--- config.mk ---
export PLATFORM = sky130hd
export DESIGN_NAME = linebuffer_kxk
export DESIGN_NICKNAME = d
export VERILOG_FILES = /design/src/rtl/linebuf_pkg.sv /design/src/rtl/linebuf_line_delay.sv /design/src/rtl/linebuffer_kxk.sv
export SDC_FILE = /design/constraint.sdc
export NUM_CORES = 1
export LEC_CHECK = 0
export CAP_MARGIN = 15
export CORE_AREA = 2 2 188 116
export DETAILED_ROUTE_END_ITERATION = 6
export DIE_AREA = 0 0 190 118
export PLACE_DENSITY = 0.73
export SYNTH_ARGS = -nofsm -noshare
export SYNTH_HDL_FRONTEND = slang
export SYNTH_HIERARCHICAL = 1
export SYNTH_SLANG_ARGS = --single-unit
--- constraint.sdc ---
create_clock -name clk -period 4.8 [get_ports clk]
set_input_delay 0.96 -clock clk [delete_from_list [all_inputs] [get_ports clk]]
set_output_delay 0.96 -clock clk [all_outputs]
set_load 0.01 [all_outputs]
--- src/rtl/linebuf_pkg.sv ---
// Shared constants and types for the KxK sliding-window line buffer.
// Contents: default pixel width / window size and the default pixel type.
package linebuf_pkg;

  localparam int unsigned DW_DEF = 16;
  localparam int unsigned K_DEF  = 3;

  typedef logic [DW_DEF-1:0] pix_t;

endpackage

--- src/rtl/linebuf_line_delay.sv ---
// line_delay: enabled shift register used as one image-row delay.
// Ports:
//   clk   rising-edge clock
//   en    shift enable (one accepted pixel)
//   din   pixel entering the delay
//   dout  pixel accepted DEPTH enables earlier
// Contents are deliberately not reset; the consumer gates validity with counters.
module line_delay
  import linebuf_pkg::*;
#(
  parameter int unsigned DEPTH = 4,
  parameter int unsigned WIDTH = DW_DEF
) (
  input  logic             clk,
  input  logic             en,
  input  logic [WIDTH-1:0] din,
  output logic [WIDTH-1:0] dout
);

  logic [WIDTH-1:0] sr [DEPTH];

  // Shift one stage per accepted pixel
  always_ff @(posedge clk) begin
    if (en) begin
      sr[0] <= din;
      for (int i = 1; i < int'(DEPTH); i++) begin
        sr[i] <= sr[i-1];
      end
    end
  end

  assign dout = sr[DEPTH-1];

endmodule

--- src/rtl/linebuffer_kxk.sv ---
// linebuffer_kxk: streaming KxK sliding-window generator for raster pixels.
// Emits a window only when it lies fully inside the image.
// Ports:
//   clk, rst           clock / asynchronous active-high reset
//   in_valid, in_data  accepted raster-order pixel stream
//   win_valid          one-cycle pulse per emitted window
//   win_data           window, index r*K+c, index 0 = top-left (oldest)
//   win_row, win_col   image coordinates of the window's bottom-right pixel
//   frame_done         pulse registered with the last pixel of a frame
// Build option: define LINEBUF_STRIDE2_EN to emit only stride-2 windows.
module linebuffer_kxk
  import linebuf_pkg::*;
#(
  parameter int unsigned DW    = DW_DEF,
  parameter int unsigned K     = K_DEF,
  parameter int unsigned IMG_W = 4,
  parameter int unsigned IMG_H = 4
) (
  input  logic                         clk,
  input  logic                         rst,
  input  logic                         in_valid,
  input  logic [DW-1:0]                in_data,
  output logic                         win_valid,
  output logic [K*K-1:0][DW-1:0]       win_data,
  output logic [$clog2(IMG_H)-1:0]     win_row,
  output logic [$clog2(IMG_W)-1:0]     win_col,
  output logic                         frame_done
);

  localparam int unsigned RW = $clog2(IMG_H);
  localparam int unsigned CW = $clog2(IMG_W);

  logic [RW-1:0] row_q;
  logic [CW-1:0] col_q;
  logic          last_col;
  logic          last_row;
  logic          in_win;

  // dly[0] is the live pixel; dly[j] is the pixel j rows back
  logic [DW-1:0] dly [K];

  assign dly[0] = in_data;

  genvar j;
  generate
    for (j = 1; j < int'(K); j++) begin : g_delay
      line_delay #(
        .DEPTH (IMG_W),
        .WIDTH (DW)
      ) u_delay (
        .clk  (clk),
        .en   (in_valid),
        .din  (dly[j-1]),
        .dout (dly[j])
      );
    end
  endgenerate

`ifdef LINEBUF_STRIDE2_EN
  // Parity of K-1: row/col offsets from K-1 are even when parity matches
  localparam logic KPAR = 1'((K - 1) % 2);
`endif

  // Position decode for the pixel being accepted
  always_comb begin
    last_col = (col_q == CW'(IMG_W - 1));
    last_row = (row_q == RW'(IMG_H - 1));
    in_win   = (row_q >= RW'(K - 1)) && (col_q >= CW'(K - 1));
`ifdef LINEBUF_STRIDE2_EN
    in_win   = in_win && (row_q[0] == KPAR) && (col_q[0] == KPAR);
`endif
  end

  // Counters, window array and registered outputs
  always_ff @(posedge clk or posedge rst) begin
    if (rst) begin
      row_q      <= '0;
      col_q      <= '0;
      win_valid  <= 1'b0;
      frame_done <= 1'b0;
      win_row    <= '0;
      win_col    <= '0;
      win_data   <= '0;
    end else begin
      win_valid  <= 1'b0;
      frame_done <= 1'b0;
      if (in_valid) begin
        if (last_col) begin
          col_q <= '0;
          row_q <= last_row ? '0 : row_q + RW'(1);
        end else begin
          col_q <= col_q + CW'(1);
        end
        win_valid  <= in_win;
        frame_done <= last_row && last_col;
        win_row    <= row_q;
        win_col    <= col_q;
        // Columns move toward c=0; row K-1-r takes the pixel r rows back
        for (int r = 0; r < int'(K); r++) begin
          for (int c = 0; c < int'(K); c++) begin
            if (c == int'(K) - 1) begin
              win_data[r*int'(K)+c] <= dly[int'(K)-1-r];
            end else begin
              win_data[r*int'(K)+c] <= win_data[r*int'(K)+c+1];
            end
          end
        end
      end
    end
  end

endmodule

==> results of run 1 <==
[flip-flops by register name, indices dropped and copies added, names as in the netlist]
name	flops
win_data	144
g_delay.u_delay/sr	128
col_q	2
row_q	2
win_col	2
win_row	2
frame_done	1
win_valid	1
[worst max-delay path by stage]
stage,to,slack [ps],cells after the start
finish,win_data[143],2370,1
CTS,win_data[113],2330,1
floorplan,col_q[0]$_DFFE_PP0P_,1900,1
global route,win_data[35],2300,1
global placement,win_row[1]$_DFFE_PP0P_,2360,3
detailed placement,win_data[3]$_DFFE_PP0P_,2290,3
[cell families after synthesis]
group	Yosys count	share of synthesized area (%)
multiplexers	151	17.6
flip-flops	282	79.9
adder cells (fa/ha/maj)	4	0.520
AND/OR/NAND/NOR	4	0.234
AO/OA/AOI/OAI	2	0.169
buffers and inverters	22	1.56
[per-layer routing]
layer / part of all wire [%] / routed length [microns] / global-route usage, %
met2: 42 / 6450 / 20.2
met3: 7.7 / 1190 / 4.71
met5: 0 / 0 / 0
met1: 48 / 7480 / 20.8
met4: 2.2 / 345 / 3.34
[worst reg2reg max path, stage by stage (launching register included)]
cell,delay [ps]
dfrtp_1,410
ha_1,240
nand2_1,120
mux2_2,340
[synthesized netlist by cell type]
cell and instances:
ha_1 4, o221a_2 1, inv_1 5, nor2_1 1
mux2i_1 2, buf_4 1, mux2_2 144, edfxtp_1 128
buf_2 9, or3b_1 1, buf_6 7, nand2_1 1
and3_1 1, mux2_1 5, o21ai_1 1, dfrtp_1 154
[power breakdown]
group / internal (mW) / total [mW] / switching [mW]
Clock: 1.12 / 1.93 / 0.805
Sequential: 2.83 / 3.01 / 0.181
Combinational: 0.545 / 0.885 / 0.340
[stage by stage]
step	hold slack (ps)	power, mW	std cells
2_1_floorplan	400	3.39	465
3_3_place_gp	401	3.91	900
3_5_place_dp	405	3.95	900
4_1_cts	417	5.91	944
5_1_grt	423	6.10	944
6_report	416	5.82	944
[cells in the final DEF (no fill, tap or decap)]
master / netlist / final
mux2_1: 5 / 5
mux2i_1: 2 / 2
buf_12: 0 / 3
buf_8: 0 / 1
ha_1: 4 / 4
clkinvlp_4: 0 / 1
clkbuf_8: 0 / 3
nand2_1: 1 / 1
inv_1: 5 / 4
and3_1: 1 / 1
dfrtp_1: 154 / 154
bufinv_16: 0 / 1
o221a_2: 1 / 1
clkinv_2: 0 / 4
clkdlybuf4s50_1: 0 / 167
or3b_1: 1 / 1
clkinv_1: 0 / 1
clkbuf_1: 0 / 8
edfxtp_1: 128 / 128
o21ai_1: 1 / 1
buf_4: 1 / 2
clkbuf_16: 0 / 27
mux2_2: 144 / 144
nor2_1: 1 / 1
[layout make-up]
type                            instances  area [sq um]  area share (%)
Sequential cell                       282          7700            62.0
Multi-Input combinational cell        161          1790            14.4
Timing Repair Buffer                  173          1760            14.2
Clock buffer                           38           747            6.02
Tap cell                              279           349            2.81
Clock inverter                          6          53.8           0.433
Inverter                                5          22.5           0.181
==> flow_summary.json, run 1 <==
{
  "status": "finished clean",
  "fin_crit_sh_pct": 50.6,
  "crit_buf_inv": 1,
  "diodes": 0,
  "vias": 4479,
  "avgViaCountPerCell": 4.74,
  "first_pass_iters": 4,
  "cts_root_buf": "clkbuf_16",
  "cts_resized": 0,
  "h-tree-depth": 1,
  "fin_nets": 671,
  "cp_slowest_cell": "clkdlybuf4s50_1",
  "final_core_util_pct": 60.1,
  "critical_path_class": "register to primary output",
  "ir_drop_mv": 0.313,
  "hold_buffers": 0,
  "slowest_delay_ps": 600,
  "p_per_area_nw_per_um2": 469,
  "floorplan.initialDensity_pct": 46.6,
  "grt_pass1_wl_mm": 25.6,
  "fp.dieH_microns": 118,
  "synth_cells": 465,
  "grt_pass1_vias": 4715,
  "worstRegToRegCells": 3,
  "area_growth_pct": 28.9,
  "yosys_warnings": 6,
  "synth_cell_types": 16,
  "syn_area_sq_um": 9630,
  "routed_wl_mm": 15.5,
  "grt_util_all_layers_pct": 14.1,
  "fillCellCount": 1462,
  "ys_seq_area_share_pct": 79.9,
  "cp-startpoint": "win_data[143]$_DFFE_PP0P_",
  "synth_area_leaders": "dfrtp_1 (40%), edfxtp_1 (40%), mux2_2 (17%), buf_6 (0.82%), mux2_1 (0.58%)",
  "num_rows": 41,
  "gp_congestion": 0.721,
  "ys_seq_elements": 282,
  "fin_crit_ps": 2430,
  "path_cells": "clkdlybuf4s50_1",
  "fin_tns_setup_ps": 0,
  "postCtsSetupBuffers": 0,
  "hold_viol_final": 0,
  "tritoncts.num_buffers": 25,
  "holdPathEnd": "g_delay[2].u_delay/sr[1][5]$_DFFE_PP_",
  "coreArea_sq_um": 20700,
  "yosysTopAreaCell": "dfrtp_1",
  "fin_skew_ps": 8.80,
  "critical_path_arrival_ps": 1470,
  "relSlewSlack_pct": 57.1,
  "layout-drive-gt1-share_pct": 28.1,
  "drv_cap": 0,
  "drtIter0Drc": 196,
  "die-area_sq_um": 22400,
  "placed_area_sq_um": 11600,
  "slew_viol_final": 0,
  "crit_fanout": 3,
  "postLayoutCellArea_sq_um": 12400,
  "min_path_type": "register to register",
  "drc": 0,
  "port-buffer-count": 168,
  "hold_depth": 0,
  "clk_pin_slew_ps": 60,
  "max_freq_ghz": 0.412,
  "grt_max_degree": 94,
  "r2r-end": "row_q[0]$_DFFE_PP0P_",
  "die_w_microns": 190,
  "rr_startpoint": "col_q[0]$_DFFE_PP0P_",
  "crit_required_ps": 3840,
  "rsz0062_at_grt": "false",
  "antenna_found_initial": 0,
  "postSynthAreaPerCell_sq_um": 20.7,
  "cts_tree": "built",
  "antenna_violating_nets_post_route": 0,
  "post-place-ws_ps": 2290,
  "detail_route.wl_per_cell_microns": 16.4,
  "hp-start": "g_delay[2].u_delay/sr[0][5]$_DFFE_PP_",
  "setup_slack_ps": 2370,
  "clk_latency_ps": 500,
  "grt_overflow_total": 0,
  "crit_family": "buffers and inverters",
  "num_io_pins": 169,
  "tightestPinTransition_ps": 644,
  "hpwl_mm": 9.81,
  "p_leak_nw": 4.83,
  "cts.sinks": 282,
  "ff2ff_setup_slack_ps": 3560,
  "end_kind": "primary output",
  "synth_top_area_share_pct": 40.0,
  "cts_max_path_buffers": 3,
  "synth_nets": 488,
  "crit_path_start_kind": "register",
  "finalSetupViolations": 0
}
Power figures use the tool's default switching activity.
==> run 2, diff against run 1 <==
--- a/config.mk
+++ b/config.mk
@@ -6,10 +6,10 @@
 export NUM_CORES = 1
 export LEC_CHECK = 0
 export CAP_MARGIN = 15
-export CORE_AREA = 2 2 188 116
+export CORE_AREA = 2 2 179 111
 export DETAILED_ROUTE_END_ITERATION = 6
-export DIE_AREA = 0 0 190 118
-export PLACE_DENSITY = 0.73
+export DIE_AREA = 0 0 181 113
+export PLACE_DENSITY = 0.76
 export SYNTH_ARGS = -nofsm -noshare
 export SYNTH_HDL_FRONTEND = slang
 export SYNTH_HIERARCHICAL = 1
==> constraint.sdc (replaced) <==
create_clock -name clk -period 2.4 [get_ports clk]
set_input_delay 0.48 -clock clk [delete_from_list [all_inputs] [get_ports clk]]
set_output_delay 0.48 -clock clk [all_outputs]
set_load 0.01 [all_outputs]
==> run 2 against run 1 <==
Net effect:
- worst setup slack lost 2000 ps
- core utilization grew 7.0 points
- critical path depth is the same
- flip-flop and latch count is the same
- cell count shrank 1.4%
- design area grew 1.2%
- die area shrank 8.8%
- clock power grew 110%
- global-route usage grew 1.8 points
- routed wire length grew 3.5%
- critical path type unchanged
- non-clock buffer count grew 18
- worst hold slack lost 11 ps
==> flow_summary.json, run 2 (synthesis results as in run 1) <==
{
  "fin_crit_ps": 1980,
  "crit_buf_inv": 1,
  "crit_required_ps": 1920,
  "critical_path_arrival_ps": 1500,
  "rr_startpoint": "col_q[1]$_DFFE_PP0P_",
  "largest_reg_flops": 144,
  "cts.sinks": 282,
  "cp.depth": 1,
  "fin_tns_setup_ps": 0,
  "final_core_util_pct": 67.1,
  "num_io_pins": 169,
  "grt_pass1_vias": 4842,
  "hold_viol_final": 0,
  "post-place-ws_ps": 699,
  "gp_congestion": 0.752,
  "end_kind": "primary output",
  "rsz0062_at_grt": "false",
  "ff2ff_setup_slack_ps": 1170,
  "first_pass_iters": 4,
  "grt_max_degree": 58,
  "hpwl_mm": 10.6,
  "port-buffer-count": 168,
  "postCtsSetupBuffers": 0,
  "crit_family": "buffers and inverters",
  "p_leak_nw": 4.94,
  "status": "finished clean",
  "p_per_area_nw_per_um2": 938,
  "antenna_violating_nets_post_route": 0,
  "relSlewSlack_pct": 55.3,
  "drc": 0,
  "max_freq_ghz": 0.505,
  "grt_util_all_layers_pct": 15.9,
  "top_register": "win_data",
  "path_cells": "clkdlybuf4s50_1",
  "h-tree-depth": 1,
  "grt_overflow_total": 0,
  "worstRegToRegCells": 3,
  "routed_wl_mm": 16.0,
  "finalSetupViolations": 0,
  "avgViaCountPerCell": 4.92,
  "vias": 4585,
  "cts_resized": 0,
  "fin_crit_sh_pct": 82.6,
  "final_cell_mix": "clkdlybuf4s50_1 (167), dfrtp_1 (154), mux2_2 (144)",
  "ir_drop_mv": 0.523,
  "cts_root_buf": "clkbuf_16",
  "finalPower_mw": 11.8,
  "slew_viol_final": 0,
  "fp.dieH_microns": 113,
  "crit_fanout": 3,
  "num_rows": 39,
  "drv_cap": 0,
  "detail_route.wl_per_cell_microns": 17.2,
  "die-area_sq_um": 20500,
  "grt_pass1_wl_mm": 26.0,
  "fillCellCount": 1250,
  "cp-startpoint": "win_data[143]$_DFFE_PP0P_",
  "hold_buffers": 0,
  "cts_tree": "built",
  "fin_nets": 689,
  "final_cells": 931,
  "antenna_found_initial": 0,
  "cts_max_path_buffers": 3,
  "die_w_microns": 181,
  "clk_latency_ps": 510,
  "finalHoldWorstSlack_ps": 405,
  "cp_slowest_cell": "clkdlybuf4s50_1",
  "top_regs": "win_data (144), g_delay.u_delay/sr (128)",
  "layout-drive-gt1-share_pct": 30.2,
  "critical_path_class": "register to primary output",
  "placed_area_sq_um": 11700,
  "dp_cells": 885,
  "crit_end": "win_data[143]",
  "tritoncts.num_buffers": 25,
  "r2r-end": "row_q[0]$_DFFE_PP0P_",
  "clk_pin_slew_ps": 60,
  "drtIter0Drc": 206,
  "setup_slack_ps": 419,
  "slowest_delay_ps": 580,
  "tightestPinTransition_ps": 669,
  "postLayoutCellArea_sq_um": 12600,
  "diodes": 0,
  "floorplan.initialDensity_pct": 51.4,
  "crit_path_start_kind": "register",
  "fin_skew_ps": 6.65,
  "min_path_type": "primary input to register",
  "coreArea_sq_um": 18700,
  "area_growth_pct": 30.5,
  "final_common_cell": "clkdlybuf4s50_1"
}
-- run 2: changes by cell type in the layout (fill, tap and decap cells not counted), moves of 2 or more --
cell / before / now
buf_4: 2 / 17
clkinv_1: 1 / 6
buf_12: 3 / 6
clkbuf_1: 8 / 3
bufinv_16: 1 / 3
clkbuf_16: 27 / 25
-- run 2: how the worst min path moves through the flow --
stage	start	to	slack (ps)	cells past startpoint
4_1_cts	in_valid	g_delay[2].u_delay/sr[2][15]$_DFFE_PP_	390	1
3_3_place_gp	g_delay[1].u_delay/sr[0][2]$_DFFE_PP_	g_delay[1].u_delay/sr[1][2]$_DFFE_PP_	400	0
3_5_place_dp	g_delay[1].u_delay/sr[0][7]$_DFFE_PP_	g_delay[1].u_delay/sr[1][7]$_DFFE_PP_	400	0
5_1_grt	in_valid	g_delay[2].u_delay/sr[3][15]$_DFFE_PP_	400	1
2_1_floorplan	g_delay[1].u_delay/sr[0][0]$_DFFE_PP_	g_delay[1].u_delay/sr[1][0]$_DFFE_PP_	400	0
6_report	in_valid	g_delay[2].u_delay/sr[3][15]$_DFFE_PP_	410	1
-- run 2: final cells by class --
class                      instances  area, sq um  share of cell area (%)
sequential                       282         7700                    61.2
timing repair buffer             191         1930                    15.4
multi-input combinational        161         1790                    14.2
clock buffer                      30          664                    5.28
tap                              246          308                    2.45
clock inverter                    16          160                    1.27
inverter                           5         22.5                   0.179
-- run 2: per-layer routing --
layer / routed length, microns / GRT usage, % / vias to the layer above
met4: 308 / 3.63 / 0
met1: 7430 / 22.4 / 2281
li1: - / - / 2116
met5: 0 / 0 / -
met3: 1470 / 6.44 / 27
met2: 6810 / 23.4 / 161
-- run 2: report_power, final --
group / switching [mW] / internal (mW) / total [mW] / leakage, nW
Sequential: 0.369 / 5.66 / 6.03 / 3.06
Clock: 1.65 / 2.30 / 3.96 / 0.404
Combinational: 0.698 / 1.12 / 1.81 / 1.47
Total: 2.72 / 9.08 / 11.8 / 4.94
